==> src/rtl/alu_sequencer.sv <==
// Instruction sequencer for the registered 8-bit add/sub ALU: fetches from a
// combinational ROM, owns the A/B operand registers and writes ALU results back into A.
module alu_sequencer #(
    parameter int PROG_AW = 4
) (
    input  logic               clk,
    input  logic               rst,
    input  logic               start,
    output logic [PROG_AW-1:0] pc_out,
    input  logic [7:0]         instr,
    output logic [7:0]         alu_a,
    output logic [7:0]         alu_b,
    output logic               alu_sel,
    input  logic [7:0]         alu_res,
    output logic [7:0]         out_data,
    output logic               out_valid,
    output logic               busy,
    output logic               halted
);

    typedef enum logic [2:0] {IDLE, FETCH, DECODE, EXEC, WB, HALT} state_t;

    localparam logic [3:0] OP_LDA = 4'h1;
    localparam logic [3:0] OP_LDB = 4'h2;
    localparam logic [3:0] OP_ADD = 4'h3;
    localparam logic [3:0] OP_SUB = 4'h4;
    localparam logic [3:0] OP_OUT = 4'h5;
    localparam logic [3:0] OP_JMP = 4'h6;
    localparam logic [3:0] OP_JZ  = 4'h7;
    localparam logic [3:0] OP_HLT = 4'hF;

    state_t             state, state_nxt;
    logic [PROG_AW-1:0] pc, pc_nxt;
    logic [7:0]         ir, ir_nxt;
    logic [7:0]         a, a_nxt;
    logic [7:0]         b, b_nxt;
    logic [7:0]         out_nxt;
    logic               ov_nxt;
    logic [3:0]         op;
    logic [3:0]         imm;

    // Zero-extends or truncates the 4-bit immediate to a program address.
    function automatic logic [PROG_AW-1:0] imm_to_pc(input logic [3:0] val);
        logic [PROG_AW-1:0] r;
        r = '0;
        for (int i = 0; i < PROG_AW && i < 4; i++) r[i] = val[i];
        return r;
    endfunction

    assign op        = ir[7:4];
    assign imm       = ir[3:0];
    assign pc_out    = pc;
    assign alu_a     = a;
    assign alu_b     = b;
    assign alu_sel   = (op == OP_SUB);
    assign busy      = (state == FETCH) || (state == DECODE) || (state == EXEC) || (state == WB);
    assign halted    = (state == HALT);

    always_ff @(posedge clk or posedge rst) begin
        if (rst) begin
            state     <= IDLE;
            pc        <= '0;
            ir        <= '0;
            a         <= '0;
            b         <= '0;
            out_data  <= '0;
            out_valid <= 1'b0;
        end else begin
            state     <= state_nxt;
            pc        <= pc_nxt;
            ir        <= ir_nxt;
            a         <= a_nxt;
            b         <= b_nxt;
            out_data  <= out_nxt;
            out_valid <= ov_nxt;
        end
    end

    always_comb begin
        state_nxt = state;
        pc_nxt    = pc;
        ir_nxt    = ir;
        a_nxt     = a;
        b_nxt     = b;
        out_nxt   = out_data;
        ov_nxt    = 1'b0;
        case (state)
            IDLE:   if (start) state_nxt = FETCH;
            FETCH: begin
                ir_nxt    = instr;
                state_nxt = DECODE;
            end
            DECODE: begin
                pc_nxt    = pc + PROG_AW'(1);
                state_nxt = FETCH;
                case (op)
                    OP_LDA: a_nxt = {4'h0, imm};
                    OP_LDB: b_nxt = {4'h0, imm};
                    OP_ADD, OP_SUB: state_nxt = EXEC;
                    OP_OUT: begin
                        out_nxt = a;
                        ov_nxt  = 1'b1;
                    end
                    OP_JMP: pc_nxt = imm_to_pc(imm);
                    OP_JZ:  if (a == 8'h00) pc_nxt = imm_to_pc(imm);
                    OP_HLT: begin
                        pc_nxt    = pc;
                        state_nxt = HALT;
                    end
                    default: ;
                endcase
            end
            // Operands are held this cycle; the ALU registers its result at the edge.
            EXEC:   state_nxt = WB;
            WB: begin
                a_nxt     = alu_res;
                state_nxt = FETCH;
            end
            HALT:    state_nxt = HALT;
            default: state_nxt = IDLE;
        endcase
    end

endmodule

==> config.mk <==
export PLATFORM = sky130hd
export DESIGN_NAME = alu_sequencer
export DESIGN_NICKNAME = d
export VERILOG_FILES = /design/src/rtl/alu_sequencer.sv
export SDC_FILE = /design/constraint.sdc
export NUM_CORES = 1
export LEC_CHECK = 0
export CAP_MARGIN = 0
export CORE_UTILIZATION = 40
export CTS_CLUSTER_SIZE = 14
export DETAILED_ROUTE_END_ITERATION = 16
export GPL_TIMING_DRIVEN = 0
export HOLD_SLACK_MARGIN = 0.15
export PLACE_DENSITY = 0.85
export SYNTH_ARGS = -nofsm -noshare
export SYNTH_HDL_FRONTEND = slang
export SYNTH_SLANG_ARGS = --single-unit
==> constraint.sdc <==
create_clock -name clk -period 1.3 [get_ports clk]
set_input_delay 0.26 -clock clk [delete_from_list [all_inputs] [get_ports clk]]
set_output_delay 0.26 -clock clk [all_outputs]
set_load 0.02 [all_outputs]
# Word level (Yosys, flattened, before mapping)
# Index checks and enable logic that the tools add are counted.
# op_classes
n_addsub	1
n_mul	0
n_div	0
magnitude_cmp	0
n_eq_ne	15
n_shift	0
n_mux	9
bitwise	1
n_reduce_logical	11
# ops
operator	count
3-bit one-hot mux with 6 select lines	1
4-bit by 3-bit equality test with 1-bit output (second input constant)	4
8-bit one-hot mux with 2 select lines	1
4-bit one-hot mux with 3 select lines	1
4-bit by 2-bit equality test with 1-bit output (second input constant)	2
8-bit logical NOT	1
8-bit two-way mux	1
2-bit AND reduction	4
3-bit by 2-bit equality test with 1-bit output (second input constant)	2
3-bit equality test (second input constant)	2
3-bit one-hot mux with 2 select lines	1
4-bit by 1-bit adder with 4-bit output (second input constant)	1
4-bit by 1-bit equality test with 1-bit output (second input constant)	1
4-bit equality test (second input constant)	1
4-bit two-way mux	1
3-bit by 1-bit equality test with 1-bit output (second input constant)	1
3-bit logical NOT	1
1-bit logical OR	3
3-bit two-way mux	1
1-bit two-way mux	2
2-bit by 1-bit != test with 1-bit output (second input constant)	1
2-bit != test (second input constant)	1
2-bit nonzero test	1
2-bit OR reduction	1
1-bit inverter	1
# totals
regBits	36
latch_bits	0
ram_bits	0
romBits	0
input_bits	19
out_inout_bits	32
n_memories	0

# Longest topological paths before layout
# Gate-level depths: netlist of the first run.
# logic_depth
word_depth	4
depth_mapped	7
depth_no_buf	5

# Least setup slack after synthesis of the first run
# No wires, ideal clock.
# synth_timing
path_type	register -> register
from	register a[4], in the netlist alu_a[4]
to	register pc[0], in the netlist pc_out[0]
arrival_time_ns	1.417
required_time_ns	1.213
setup_slack_ns	-0.203
stages_incl_launch_ff	5
path_buffers	0
synth_period_minus_slack_ns	1.503
path_cell_list	dfrtp_1 > nor4_1 > a21boi_0 > or2_2 > o211ai_1
# synth_between
elab_chain_len	3
# synth_rtl
item	line_no	source
from (decl)	35	logic [7:0] a, a_nxt;
from (signal assigned)	72	a <= a_nxt;
8-bit logical NOT	105	OP_JZ: if (a == 8'h00) pc_nxt = imm_to_pc(imm);
4-bit two-way mux	105	
4-bit one-hot mux with 3 select lines	96	case (op)
to (signal assigned)	70	pc <= pc_nxt;
to (decl)	33	logic [PROG_AW-1:0] pc, pc_nxt;
# Every way passes these cells.
# A chain may end at the register's enable or synchronous reset.

# Final worst setup path of the first run
# layout_timing
from	register ir[7]
to	register out_data[0]
# layout_between
elab_chain_len	2
# layout_rtl
item	line_no	source
from (decl)	34	logic [7:0] ir, ir_nxt;
from (signal assigned)	71	ir <= ir_nxt;
4-bit by 3-bit equality test with 1-bit output	96	
2-bit AND reduction (no line)	n/a	
to (signal assigned)	74	out_data <= out_nxt;
to (decl)	15	output logic [7:0] out_data,
# Every way passes these cells.

==> results of run 1 <==
-- final cells by class --
| type | count | area, um2 |
|---|---|---|
| multi-input combinational | 96 | 898 |
| tap | 50 | 62.6 |
| buffer | 10 | 90.1 |
| fill | 296 | 1360 |
| clock buffer | 8 | 90.1 |
| inverter | 4 | 18.8 |
| timing repair buffer | 64 | 573 |
| sequential | 36 | 912 |
-- what timing repair did --
| item | 4_1_cts | 5_1_grt |
|---|---|---|
| buffers inserted | 11 | 6 |
| setup endpoints to repair | 96 | 48 |
| resized for setup | 104 | 29 |
| pin swaps | 8 | 3 |
| cloned | 3 | 0 |
-- cell families (layout without fill, tap and decap cells) --
group / Yosys count / in the layout / synth area share
AOI/OAI and AO/OA: 27 / 27 / 0.107
muxes: 22 / 22 / 0.145
and+or+nand+nor: 40 / 41 / 0.146
other: 1 / 4 / 0.00224
DFF: 36 / 36 / 0.537
buffers and inverters: 15 / 86 / 0.0492
adders and majority gates: 1 / 1 / 0.00746
xor gates and xnor gates: 1 / 1 / 0.00522
-- synthesized netlist by cell type, types with 3 or more instances --
cell type                  number
sky130_fd_sc_hd__o21ai_0        9
sky130_fd_sc_hd__nor3b_1        3
sky130_fd_sc_hd__mux2i_1        4
sky130_fd_sc_hd__nor2_1         5
sky130_fd_sc_hd__nor4_1         4
sky130_fd_sc_hd__o211ai_1       3
sky130_fd_sc_hd__buf_4          5
sky130_fd_sc_hd__mux2_2        18
sky130_fd_sc_hd__nand2_1       13
sky130_fd_sc_hd__buf_2          5
sky130_fd_sc_hd__a22o_1         4
sky130_fd_sc_hd__inv_1          4
sky130_fd_sc_hd__dfrtp_1       36
-- power by group through the flow --
stage	logic [W]	clock network, W	registers, W
5_1_grt	0.00397	0.000882	0.00227
6_report	0.00372	0.000812	0.00219
2_1_floorplan	0.00150	0	0.00235
4_1_cts	0.00347	0.000818	0.00216
3_3_place_gp	0.00284	0	0.00204
3_5_place_dp	0.00293	0	0.00207
-- layer usage --
layer	global-route usage	up-vias	part of all wire	routed length, um
met1	0.250	685	0.41	1750
met5	0	-	0	0
li1	-	648	-	-
met3	0.0462	7	0.051	219
met2	0.333	44	0.53	2260
met4	0.0559	0	0.0094	40
-- flip-flops by register name (all words and copies together) (netlist names) --
signal and cells:
state 3, alu_b 4, alu_a 8, ir 8, pc_out 4, out_data 8
out_valid 1
-- worst register-to-register path, stage by stage (launching register included) --
cell and delay (ps):
sky130_fd_sc_hd__dfrtp_2 460, sky130_fd_sc_hd__nor4b_4 290, sky130_fd_sc_hd__buf_6 170, sky130_fd_sc_hd__nand4b_4 160, sky130_fd_sc_hd__mux2_2 310
-- how the worst max path moves through the flow --
stage | startpoint | endpoint | slack [ps]
6_report | ir[7]$_DFFE_PP0P_ | out_data[0]$_DFFE_PP0P_ | -210
5_1_grt | state[2]$_DFFE_PP0P_ | out_data[2]$_DFFE_PP0P_ | -280
4_1_cts | ir[5]$_DFFE_PP0P_ | alu_sel | -270
3_5_place_dp | rst | alu_a[0]$_DFFE_PP0P_ | -660
3_3_place_gp | rst | alu_a[0]$_DFFE_PP0P_ | -650
2_1_floorplan | state[2]$_DFFE_PP0P_ | alu_a[4]$_DFFE_PP0P_ | -130
-- cell usage in the layout (no fill, tap or decap), types with 2 or more instances in the layout --
master	synthesis	routed
sky130_fd_sc_hd__nand2b_4	0	2
sky130_fd_sc_hd__nand2_2	0	4
sky130_fd_sc_hd__nor3b_1	3	2
sky130_fd_sc_hd__clkbuf_2	1	8
sky130_fd_sc_hd__o21ai_0	9	3
sky130_fd_sc_hd__buf_6	0	14
sky130_fd_sc_hd__conb_1	1	4
sky130_fd_sc_hd__or2_4	0	2
sky130_fd_sc_hd__nand2_1	13	8
sky130_fd_sc_hd__mux2i_1	4	4
sky130_fd_sc_hd__dlygate4sd2_1	0	13
sky130_fd_sc_hd__mux2_2	18	12
sky130_fd_sc_hd__nor2b_1	2	2
sky130_fd_sc_hd__o22ai_1	2	2
sky130_fd_sc_hd__clkdlybuf4s50_1	0	18
sky130_fd_sc_hd__o211ai_1	3	3
sky130_fd_sc_hd__dfrtp_2	0	9
sky130_fd_sc_hd__clkdlybuf4s15_2	0	3
sky130_fd_sc_hd__nor4_4	0	2
sky130_fd_sc_hd__clkbuf_1	0	2
sky130_fd_sc_hd__nor4_2	0	2
sky130_fd_sc_hd__a22o_1	4	4
sky130_fd_sc_hd__mux2_4	0	6
sky130_fd_sc_hd__clkbuf_8	0	6
sky130_fd_sc_hd__dfrtp_1	36	27
sky130_fd_sc_hd__inv_1	4	2
sky130_fd_sc_hd__a21oi_1	2	2
sky130_fd_sc_hd__nand4b_4	1	2
sky130_fd_sc_hd__o21ai_1	0	5
sky130_fd_sc_hd__nor2_1	5	3
sky130_fd_sc_hd__nand3b_1	2	2
sky130_fd_sc_hd__buf_4	5	17
-- through the flow --
step	total power [W]	setup slack, ps	utilization	cells
finish	0.00672	-207	0.661	268
detailed placement	0.00500	-659	0.557	242
global route	0.00711	-275	0.661	268
global placement	0.00487	-655	0.557	242
CTS	0.00645	-265	0.645	263
floorplan	0.00385	-135	-	146
==> results by group, run 1 <==
Clocking
  • Maximum count of clock buffers along a single path: 2
  • Sinks on the clock net: 36
  • CTS tree: built
  • Clock slew at the register clock pins of the worst setup and hold paths: about 70 ps
  • H-tree levels: 2
  • Later-pin clock latency in the skew report: approximately 290 ps
  • Inserted Clock Buffers: 5
  • Root buffer cell: sky130_fd_sc_hd__clkbuf_8
  • Cts-stage hold buffer count: 0

Routing
  • Residual DRC count: 0
  • Number of vias after detailed routing: 1384
  • Detailed router's first-iteration violation count: 46
  • DRT antenna net count: 0
  • Final routed wire length divided by cell count: 15.9 um
  • First-pass iteration count of the detailed router: 4
  • Ratio of routed vias to standard cells: between 5 and 6
  • Detailed Route WL: 4270 um

Synthesis
  • Distinct cell type count after synthesis: 36
  • Ys async rst share: 1.00
  • Dominant cell type by area after synthesis: sky130_fd_sc_hd__dfrtp_1
  • Synthesized area divided by synthesized cell count: ~12 um2
  • Cell count after synthesis: between 100 and 150
  • Warnings, synthesis: 0
  • Synth top area cells: sky130_fd_sc_hd__dfrtp_1, sky130_fd_sc_hd__mux2_2, sky130_fd_sc_hd__nand2_1
  • Prevailing post-synth register cell: sky130_fd_sc_hd__dfrtp_1
  • Sequential share of the synthesized area: 0.537
  • Summed instance area of the synthesized netlist: about 1700 um2
  • EDFF count, synth: 0
  • Yosys top cell area share: 0.537
  • Seq cells post-synth: 36

Layout
  • Post-route cell area: 2650 um2
  • Fraction of layout cells with a size suffix above 1: 0.468
  • Layout overhead on the synthesized area: 57.8%
  • Final antenna diode count: 0
  • Number of nets in the finished design: around 240

Worst setup path
  • Crit end category: flip-flop
  • Highest fanout seen on the critical path: 5
  • Crit start category: flip-flop
  • Internal reg-to-reg setup slack: -210 ps
  • Data arrival at the endpoint of the critical path: between 1500 and 2000 ps
  • Max stage delay cell, worst path: sky130_fd_sc_hd__dfrtp_2
  • Delay of the slowest cell on the worst path: 460 ps
  • R2R Path Start: ir[7]$_DFFE_PP0P_
  • Required @ worst endpoint: roughly 1500 ps
  • WP buf/inv: 1
  • Ordered cell list for the critical path: nor4b_4, buf_6, nand4b_4, mux2_2
  • Number of cell instances on the worst register-to-register path: 4
  • Worst r2r dst: out_data[0]$_DFFE_PP0P_
  • Worst Setup Path Type: flip-flop to flip-flop
  • Largest delay share family, worst path: flip-flops
  • Cell depth of the worst setup path: 4

Timing
  • Headroom to the max-slew limit: 0.498
  • Min Tclk post-route: between 1500 and 2000 ps
  • Final number of hold-violating endpoints: 0
  • Unrepaired setup endpoints after global routing: yes
  • Worst-Margin Slew: 751 ps
  • Final setup slack of the worst path: -207 ps
  • Fmax achieved: roughly 660 MHz
  • Hold slack final: ~440 ps
  • Count of pins over their slew limit: 0
  • Ratio of final minimum period to clock period: 1.16
  • Final setup TNS: -5270 ps
  • Worst Skew: around 5.4 ps
  • Final Setup Violations: 38

Floorplan
  • Width of the die: ~67 um
  • Top-Level Pins: slightly above 50
  • Area enclosed by the die boundary: about 4500 um2
  • Starting Density: 0.419
  • Y dimension of the die: 66.7 um
  • Site row count: 23
  • Total core area: 4000 um2

Power
  • Static Leakage: 1.25 nW
  • Clock network power share: 0.121
  • Reg power frac: 0.326
  • Part of the power in combinational logic: 0.553
  • Maximum vdd ir drop: between 1 and 1.5 mV
  • Net switching power: 0.00275 W
  • Switching power share of the total: 0.409
  • Total power per unit cell area: between 2000 and 3000 nW/um2
  • Internal: roughly 0.0040 W

Placed design
  • Detailed Place HPWL: between 2000 and 3000 um
  • GPL Wtd Cong: 0.734
  • Total placed instance area: around 2200 um2
  • IO Port Bufs: 46

Global routing
  • Number of antenna violations at the first check in global routing: 0
  • Global router's overall resource usage: 0.198
  • Global-route wire length before repair: approximately 6400 um
  • Total gr overflow: 0
  • Maximum number of pins on one net before global-route repair: 37
  • Vias in the first global route: 1255

Run status
  • Result of the run: finished, violations left
  • Failing checks: negative setup slack

Job
  • Number of max-cap violations: 0

Min path
  • Hold Path Class: primary input to asynchronous set/reset pin
(Power assumes the default switching activity.)
==> inputs of run 2 (changes only) <==
- DONT_BUFFER_PORTS: unset -> 1
- PLACE_DENSITY: 0.85 -> 0.68
==> run 2 against run 1 <==
The run still ends with negative setup slack left. Clock power about the same. Sequential power up 21%. Die area unchanged. Routed wire length down 0.35%. Worst setup slack worse by 40 ps. Design area down 10%. Cell count down 13%. Critical endpoint is now out_data[4]$_DFFE_PP0P_. Maximum frequency down 2.6%. Combinational power down 23%. Clock-buffer cell count unchanged. Clock skew down 1.4 ps.
==> results by group, run 2 (synthesis results as in run 1) <==
Run status
  • Result of the run: finished, violations left
  • Failing checks: negative setup slack

Global routing
  • Global-route wire length before repair: 6200 um
  • Maximum number of pins on one net before global-route repair: 37
  • Global router's overall resource usage: 0.189
  • Number of antenna violations at the first check in global routing: 0
  • Vias in the first global route: 1331
  • Total gr overflow: 0

Min path
  • Hold path depth: 2
  • Hold Path Class: primary input to flip-flop

Floorplan
  • Y dimension of the die: 66.7 um
  • Area enclosed by the die boundary: ~4500 um2
  • Total core area: 4000 um2
  • Site row count: 23
  • Top-Level Pins: 51
  • Width of the die: roughly 67 um
  • Starting Density: 0.419

Power
  • Internal: 0.00359 W
  • Maximum vdd ir drop: between 1 and 1.5 mV
  • Switching power share of the total: 0.431
  • Part of the power in combinational logic: 0.453
  • Static Leakage: 1.07 nW
  • Total power per unit cell area: about 2700 nW/um2
  • Net switching power: approximately 0.0027 W
  • Reg power frac: 0.419
  • Clock network power share: 0.129

Timing
  • Min Tclk post-route: between 1500 and 2000 ps
  • Worst-Margin Slew: slightly above 700 ps
  • Ratio of final minimum period to clock period: 1.19
  • Hold slack final: about 160 ps
  • Fmax achieved: about 650 MHz
  • Final setup slack of the worst path: -248 ps
  • Final number of hold-violating endpoints: 0
  • Headroom to the max-slew limit: 0.515
  • Worst Skew: around 4.0 ps
  • Count of pins over their slew limit: 0
  • Unrepaired setup endpoints after global routing: yes
  • Final Setup Violations: 35

Job
  • Number of max-cap violations: 0

Routing
  • Ratio of routed vias to standard cells: 5.46
  • Detailed Route WL: 4260 um
  • Residual DRC count: 0
  • Detailed router's first-iteration violation count: just over 80
  • DRT antenna net count: 0
  • Final routed wire length divided by cell count: 18.3 um
  • First-pass iteration count of the detailed router: 4
  • Number of vias after detailed routing: about 1300

Layout
  • Post-layout instance count excluding filler cells: approximately 230
  • Commonest cells after routing, fill and taps aside: sky130_fd_sc_hd__dfrtp_1, sky130_fd_sc_hd__dlygate4sd3_1, sky130_fd_sc_hd__mux2_2
  • Layout overhead on the synthesized area: 42.0%
  • Number of nets in the finished design: ~200
  • Final antenna diode count: 0
  • Fraction of layout cells with a size suffix above 1: 0.462
  • FF+latch area: 911 um2
  • Layout fillers: approximately 330
  • Commonest non-fill, non-tap cell in the layout: sky130_fd_sc_hd__dfrtp_1
  • Area used by multi-input combinational logic: 921 um2

Worst setup path
  • Highest fanout seen on the critical path: 5
  • Data arrival at the endpoint of the critical path: 1710 ps
  • Worst Setup Path Type: flip-flop to flip-flop
  • Crit end category: flip-flop
  • Required @ worst endpoint: ~1500 ps
  • Crit start category: flip-flop
  • Number of cell instances on the worst register-to-register path: 4

Placed design
  • GPL Wtd Cong: 0.885
  • Worst setup slack after placement: -381 ps
  • Detailed Place HPWL: ~2500 um
  • IO Port Bufs: 0
  • Placed cells: around 200

Clocking
  • Clock slew at the register clock pins of the worst setup and hold paths: ~70 ps
  • Later-pin clock latency in the skew report: around 280 ps
  • Sinks on the clock net: 36
  • Inserted Clock Buffers: 5
  • Root buffer cell: sky130_fd_sc_hd__clkbuf_8
  • H-tree levels: 2
  • CTS tree: built
  • Maximum count of clock buffers along a single path: 2
run 2: layout make-up:
class | instances | share of cell area
tap | 50 | 0.0263
timing repair buffer | 29 | 0.128
clock buffer | 8 | 0.0378
inverter | 4 | 0.00631
buffer | 9 | 0.0321
sequential | 36 | 0.383
multi-input combinational | 96 | 0.387
run 2: power groups by stage:
| stage | Sequential, W | Clock [W] | Combinational [W] |
|---|---|---|---|
| floorplan | 0.00235 | 0 | 0.00150 |
| global route | 0.00274 | 0.000875 | 0.00306 |
| global placement | 0.00246 | 0 | 0.00168 |
| finish | 0.00264 | 0.000814 | 0.00286 |
| detailed placement | 0.00249 | 0 | 0.00178 |
| CTS | 0.00259 | 0.000817 | 0.00220 |
run 2: routing by layer:
layer | GRT usage | vias up | share of wire
met5 | 0 | - | 0
met4 | 0.0399 | 0 | 0.0068
met3 | 0.0548 | 5 | 0.076
met2 | 0.333 | 52 | 0.53
met1 | 0.224 | 629 | 0.39
li1 | - | 580 | -
run 2: path summary, 6_finish.rpt:
path	to	from	slack (ps)
hold / removal	alu_a[1]$_DFFE_PP0P_	alu_res[1]	160
max in group asynchronous	state[2]$_DFFE_PP0P_	rst	230
hold reg to reg	ir[1]$_DFFE_PP0P_	ir[1]$_DFFE_PP0P_	580
setup / recovery	out_data[4]$_DFFE_PP0P_	state[0]$_DFFE_PP0P_	-250
setup reg to reg	out_data[4]$_DFFE_PP0P_	state[0]$_DFFE_PP0P_	-250
min in group asynchronous	out_data[7]$_DFFE_PP0P_	rst	560
run 2: stage by stage:
stage          setup TNS (ps)  instance area, um2  total power (W)  utilization
4_1_cts                 -5590                2170          0.00561        0.542
3_3_place_gp            -8580                1770          0.00414        0.442
6_report                -5600                2380          0.00631        0.595
2_1_floorplan           -2130                1700          0.00385            -
3_5_place_dp           -13870                1770          0.00428        0.442
5_1_grt                 -7450                2380          0.00667        0.595
run 2: repair_timing:
action                     CTS  global route
gates resized for setup     29            35
hold buffers                12             1
hold endpoints to repair    12            36
cloned                       2             1
setup endpoints to repair   35            37
setup buffers                8             6
pin swaps                    5             8
run 2: worst max-delay path, stage by stage, from the launching register on:
cell	delay (ps)
sky130_fd_sc_hd__dfrtp_2	440
sky130_fd_sc_hd__nor4b_4	300
sky130_fd_sc_hd__buf_6	190
sky130_fd_sc_hd__nand4b_4	160
sky130_fd_sc_hd__mux2_4	340
==> inputs of run 3 (changes only) <==
- CTS_CLUSTER_DIAMETER: unset -> 30
==> results of run 3 <==
Same layout as run 2: the final DEF is identical, and so are final timing and power.
